<file path="config.mk">
export PLATFORM = sky130hd
export DESIGN_NAME = i2s_mic_rx
export DESIGN_NICKNAME = d
export VERILOG_FILES = /design/src/rtl/i2s_mic_rx.sv
export SDC_FILE = /design/constraint.sdc
export NUM_CORES = 1
export LEC_CHECK = 0
export CAP_MARGIN = 20
export CORE_MARGIN = 1
export CORE_UTILIZATION = 55
export DETAILED_ROUTE_END_ITERATION = 8
export HOLD_SLACK_MARGIN = 0.03
export PLACE_DENSITY = 0.79
export RECOVER_POWER = 25
export SYNTH_ARGS = -nofsm -noshare
export SYNTH_HDL_FRONTEND = slang
export SYNTH_SLANG_ARGS = --single-unit
</file>
<file path="constraint.sdc">
create_clock -name clock -period 1.8 [get_ports clock]
set_clock_uncertainty 0.05 [all_clocks]
set_input_delay 0.54 -clock clock [delete_from_list [all_inputs] [get_ports clock]]
set_output_delay 0.54 -clock clock [all_outputs]
set_load 0.01 [all_outputs]
</file>
<file path="src/rtl/i2s_mic_rx.sv">
// I2S receiver for a stereo pair of 18-bit MEMS mics: generates BCLK/WS,
// deserialises both slots and strobes out time-aligned left/right samples.

module i2s_mic_rx_lane #(
  parameter int W = 18
) (
  input  logic         clock,
  input  logic         reset,
  input  logic         shift_en,
  input  logic         bit_in,
  output logic [W-1:0] sr
);
  always_ff @(posedge clock) begin
    if (reset)         sr <= '0;
    else if (shift_en) sr <= {sr[W-2:0], bit_in};
  end
endmodule

module i2s_mic_rx #(
  parameter int CLK_DIV        = 16,
  parameter int DISCARD_FRAMES = 2
) (
  input  logic        clock,
  input  logic        reset,
  input  logic        sd,
  output logic        bclk,
  output logic        ws,
  output logic [17:0] data_l,
  output logic [17:0] data_r,
  output logic        data_rdy
);
  localparam int NUM_LANES = 2;
  localparam int SW        = 18;
  localparam int DW        = (CLK_DIV > 1) ? $clog2(CLK_DIV) : 1;
  localparam int FW        = (DISCARD_FRAMES > 0) ? $clog2(DISCARD_FRAMES + 1) : 1;

  logic [DW-1:0] div_cnt;
  logic [5:0]    bit_cnt, bit_cnt_next;
  logic [FW-1:0] frames_seen;
  logic          sd_meta, sd_sync;
  logic          tick, rise, fall, cap, done;
  logic [4:0]    slot_pos;

  logic [NUM_LANES-1:0]         shift_en;
  logic [NUM_LANES-1:0][SW-1:0] sr;

  assign tick     = (div_cnt == DW'(CLK_DIV - 1));
  assign rise     = tick & ~bclk;
  assign fall     = tick & bclk;
  assign slot_pos = bit_cnt[4:0];
  // One-bit I2S delay: MSB lands on p=1, LSB on p=18.
  assign cap      = rise && (slot_pos >= 5'd1) && (slot_pos <= 5'd18);
  assign done     = rise && (bit_cnt == 6'd50);

  always_comb begin
    bit_cnt_next = bit_cnt;
    if (fall) bit_cnt_next = bit_cnt + 6'd1;
  end

  genvar ch;
  generate
    for (ch = 0; ch < NUM_LANES; ch++) begin : g_lane
      localparam logic CH_SEL = 1'(ch);
      assign shift_en[ch] = cap & (bit_cnt[5] == CH_SEL);
      i2s_mic_rx_lane #(.W(SW)) u_lane (
        .clock    (clock),
        .reset    (reset),
        .shift_en (shift_en[ch]),
        .bit_in   (sd_sync),
        .sr       (sr[ch])
      );
    end
  endgenerate

  always_ff @(posedge clock) begin
    if (reset) begin
      sd_meta     <= 1'b0;
      sd_sync     <= 1'b0;
      div_cnt     <= '0;
      bclk        <= 1'b0;
      bit_cnt     <= '0;
      ws          <= 1'b0;
      frames_seen <= '0;
      data_l      <= '0;
      data_r      <= '0;
      data_rdy    <= 1'b0;
    end else begin
      sd_meta  <= sd;
      sd_sync  <= sd_meta;
      div_cnt  <= tick ? '0 : div_cnt + DW'(1);
      if (tick) bclk <= ~bclk;
      bit_cnt  <= bit_cnt_next;
      ws       <= bit_cnt_next[5];
      data_rdy <= 1'b0;
      if (done) begin
        // The right LSB is still on the wire this cycle, so splice it in directly.
        if (frames_seen == FW'(DISCARD_FRAMES)) begin
          data_l   <= sr[0];
          data_r   <= {sr[1][SW-2:0], sd_sync};
          data_rdy <= 1'b1;
        end else begin
          frames_seen <= frames_seen + FW'(1);
        end
      end
    end
  end
endmodule

</file>
==> impl_table.tex <==
\begin{tabular}{lr}
\hline
Metric & Value \\
\hline
\multicolumn{2}{l}{\textbf{Status}} \\
\quad Result of the run & completed \\
\multicolumn{2}{l}{\textbf{Flow run}} \\
\quad Maxcap violations & 0 \\
\multicolumn{2}{l}{\textbf{Pwr}} \\
\quad Largest vdd supply drop & 0.000531 V \\
\quad Total design power & 3.63 mW \\
\quad Net Sw Frac & 0.196 \\
\quad Leakage power figure & 1.58 nW \\
\quad Internal cell power & 2.92 mW \\
\quad Relative contribution of combinational cells to total power & 0.018 \\
\quad Clk pwr share & 0.449 \\
\quad Net load switching power & 0.711 mW \\
\quad Areal power density over the cells & 892 nW/um2 \\
\quad Sequential group share of total power & 0.533 \\
\multicolumn{2}{l}{\textbf{Yosys}} \\
\quad Most instantiated flip-flop cell in the synthesis netlist & dfxtp\_1 \\
\quad Average cell area after synthesis & 9.84 um2 \\
\quad Biggest area contributors in the synthesized netlist & dfxtp\_1 51\%, mux2i\_1 11\%, nand2\_1 8.4\% \\
\quad Fraction of registers with async set/reset & 0 \\
\quad Proportion of netlist area held by the largest area contributor & 0.510 \\
\quad Post-Syn Nets & 355 \\
\quad Sequential fraction of the synthesis area & 0.510 \\
\quad Synth top cells by count & 87 x dfxtp\_1, 76 x nand2\_1, 36 x mux2i\_1, 36 x nand2b\_1, 30 x a21oi\_1 \\
\quad Number of enable-type register cells in the synthesized netlist & 0 \\
\quad Post-Synthesis Cell Area & 3410 um2 \\
\quad Total number of yosys warnings & 0 \\
\quad Unique masters post-synth & 36 \\
\quad Number of synthesized register bits & 87 \\
\quad Most common cell in the netlist & dfxtp\_1 \\
\quad Cell type contributing the most total cell area after synthesis & dfxtp\_1 \\
\quad Post-synthesis cell count & 347 \\
\multicolumn{2}{l}{\textbf{Critical path}} \\
\quad Ordered cell list for the critical path & clkdlybuf4s50\_1 \\
\quad Data required, critical path & 1.21 ns \\
\quad Slowest stage cell on the critical path & clkdlybuf4s50\_1 \\
\quad Crit path launch type & flip-flop \\
\quad Largest stage delay on the critical path & 0.52 ns \\
\quad CP bufs+invs & 1 \\
\quad Critical path class & flip-flop to primary output \\
\quad Crit end category & primary output \\
\quad Maximum fanout along the worst path & 1 \\
\quad Crit-path leading delay family & buffers and inverters \\
\quad Worst endpoint data arrival time & 1.17 ns \\
\multicolumn{2}{l}{\textbf{Floorplan}} \\
\quad Height of the die & 80.8 um \\
\quad I/O pin total & 42 \\
\quad Initial cell density of the core & 0.573 \\
\quad Site Rows & 28 \\
\quad Core region area & 5960 um2 \\
\quad Die width & 80.8 um \\
\quad Die area & 6530 um2 \\
\multicolumn{2}{l}{\textbf{Placed design}} \\
\quad Detailed placer's ending HPWL & 3.69 mm \\
\quad RePlAce Congestion & 0.803 \\
\quad Pre-CTS worst setup slack & -0.0114 ns \\
\quad Cells after DPL & 451 \\
\quad PortBufs & 41 \\
\multicolumn{2}{l}{\textbf{Clock tree}} \\
\quad CTS H-tree lvls & 3 \\
\quad Count of clock tree sinks & 87 \\
\quad Num CTS Buffers & 9 \\
\quad Maximum buffer depth of the clock tree & 2 \\
\quad Clk\_lat worst skew & 0.35 ns \\
\quad Clock transition time at the flip-flop clock pins of the worst setup and hold paths & 0.08 ns \\
\quad Library cell used as clock root buffer & clkbuf\_8 \\
\quad TritonCTS clock tree & yes \\
\multicolumn{2}{l}{\textbf{STA}} \\
\quad Headroom to the max-slew limit & 0.426 \\
\quad Worst-case hold slack & 0.398 ns \\
\quad Unrepaired setup endpoints after global routing & false \\
\quad Number of setup violations in the final report & 0 \\
\quad Slew at the pin closest to its max-slew limit & 0.862 ns \\
\quad Count of pins over their slew limit & 0 \\
\quad Post-route fraction of the period consumed by the critical path & 0.978 \\
\quad Maximum frequency from static timing analysis & 568 MHz \\
\quad Final critical-path required period & 1.76 ns \\
\quad Worst Setup Slack, final & 0.0387 ns \\
\quad Final hold viol count & 0 \\
\multicolumn{2}{l}{\textbf{GRT}} \\
\quad Vias in the first global route & 2243 \\
\quad Wire length of the first global-routing pass & 10.0 mm \\
\quad Maximum number of pins on one net before global-route repair & 49 \\
\quad Leftover overflow at the end of global routing & 0 \\
\quad Initial antenna violation count & 0 \\
\quad Total GRT Usage & 0.203 \\
\multicolumn{2}{l}{\textbf{Drt}} \\
\quad Vias & 2402 \\
\quad Sum of routed wire length over all layers & 6.12 mm \\
\quad First drt pass iteration count & 4 \\
\quad Residual DRC & 0 \\
\quad Routed via count divided by cell count & 5.12 \\
\quad Number of design-rule violations left by the first detailed-router iteration & 126 \\
\quad Post-detailed-route count of antenna-violating nets & 0 \\
\quad Average detailed-routed wire length per instance & 13.0 um \\
\multicolumn{2}{l}{\textbf{Layout}} \\
\quad Fin cells & 469 \\
\quad Post-synthesis to final-layout area growth & 19.3\% \\
\quad Final-stage net count & 397 \\
\quad Fill cell count & 481 \\
\quad Footprint of the multi-input gates & 1470 um2 \\
\quad Register area & 1750 um2 \\
\quad Share of layout cells above drive strength 1 & 0.114 \\
\quad Number of antenna repair diodes & 0 \\
\multicolumn{2}{l}{\textbf{Hold path}} \\
\quad Worst min-delay path class & flip-flop to flip-flop \\
\hline
\end{tabular}
-- layout by cell type, fill, tap and decap left out, types with 2 or more instances in the layout --
cell	synthesis	routed
nand2b_1	36	36
mux2i_1	36	36
nand4_1	2	2
nor2_1	12	12
nand4b_1	2	2
bufinv_16	0	3
and4_1	1	2
nand2_1	76	76
dfxtp_2	0	3
inv_1	5	5
and4_4	1	2
a21oi_1	30	30
clkbuf_2	0	2
a21oi_2	9	9
xnor2_1	3	3
dfxtp_1	87	84
dlygate4sd2_1	0	38
buf_12	1	4
xor2_1	4	4
nor2b_1	3	3
ha_1	5	4
buf_4	2	3
clkbuf_8	0	10
-- state kept, by name, indices dropped and copies added (netlist names) --
| name | flops |
|---|---|
| sd_meta | 1 |
| g_lane.u_lane.sr | 35 |
| data_l | 18 |
| data_rdy | 1 |
| div_cnt | 4 |
| sd_sync | 1 |
| bclk | 1 |
| bit_cnt | 6 |
| frames_seen | 2 |
| data_r | 18 |
-- per-stage QoR --
stage	util	cell area, um2	TNS [ns]
floorplan	-	3410	0
detailed placement	0.646	3850	-0.0232
CTS	0.681	4060	0
global placement	0.646	3850	0
finish	0.684	4070	0
global route	0.684	4070	0
-- metal layers --
| metal | vias up | share of wire | track usage |
|---|---|---|---|
| met4 | 0 | 0.021 | 0.0964 |
| met1 | 1111 | 0.49 | 0.253 |
| met3 | 12 | 0.034 | 0.0573 |
| met2 | 41 | 0.45 | 0.325 |
| met5 | - | 0 | 0 |
| li1 | 1238 | - | - |
-- path summary, 6_finish.rpt --
check	start	to	slack (ns)	cells past startpoint
setup / recovery	data_rdy$_SDFF_PP0_	data_rdy	0.04	1
hold / removal	div_cnt[0]$_SDFF_PP0_	div_cnt[0]$_SDFF_PP0_	0.40	1
setup reg to reg	bit_cnt[1]$_SDFFE_PP0P_	g_lane[1].u_lane.sr[12]$_SDFFE_PP0P_	0.08	6
hold reg to reg	div_cnt[0]$_SDFF_PP0_	div_cnt[0]$_SDFF_PP0_	0.40	1
-- logic make-up after synthesis --
| logic type | count (synthesis) | share of synthesized area |
|---|---|---|
| xor+xnor | 7 | 0.0180 |
| compound gates | 42 | 0.0729 |
| simple gates | 144 | 0.212 |
| fa+ha+maj | 5 | 0.0183 |
| flops | 87 | 0.510 |
| mux | 36 | 0.106 |
| buf+inv | 26 | 0.0630 |
-- timing repair --
action / in CTS / in global routing
setup endpoints to repair: 62 / 53
hold buffers: 0 / 0
pin swaps: 1 / 0
gates resized for setup: 40 / 5
cloned: 1 / 1
buffers inserted: 0 / 0
-- final cells by class --
type	instances	area share
inverter	5	0.00461
timing repair buffer	51	0.122
tap	75	0.0230
multi-input combinational	235	0.362
clock inverter	5	0.0255
clock buffer	11	0.0347
sequential	87	0.429
-- power by group through the flow --
stage | Sequential, mW | Clock (mW) | Combinational (mW)
6_report | 1.94 | 1.63 | 0.0640
5_1_grt | 1.94 | 1.74 | 0.0695
4_1_cts | 1.94 | 1.68 | 0.0691
3_5_place_dp | 1.98 | 0 | 0.0690
3_3_place_gp | 1.98 | 0 | 0.0673
2_1_floorplan | 1.98 | 0 | 0.0499
Note: power is estimated with default switching activity, not from simulation.
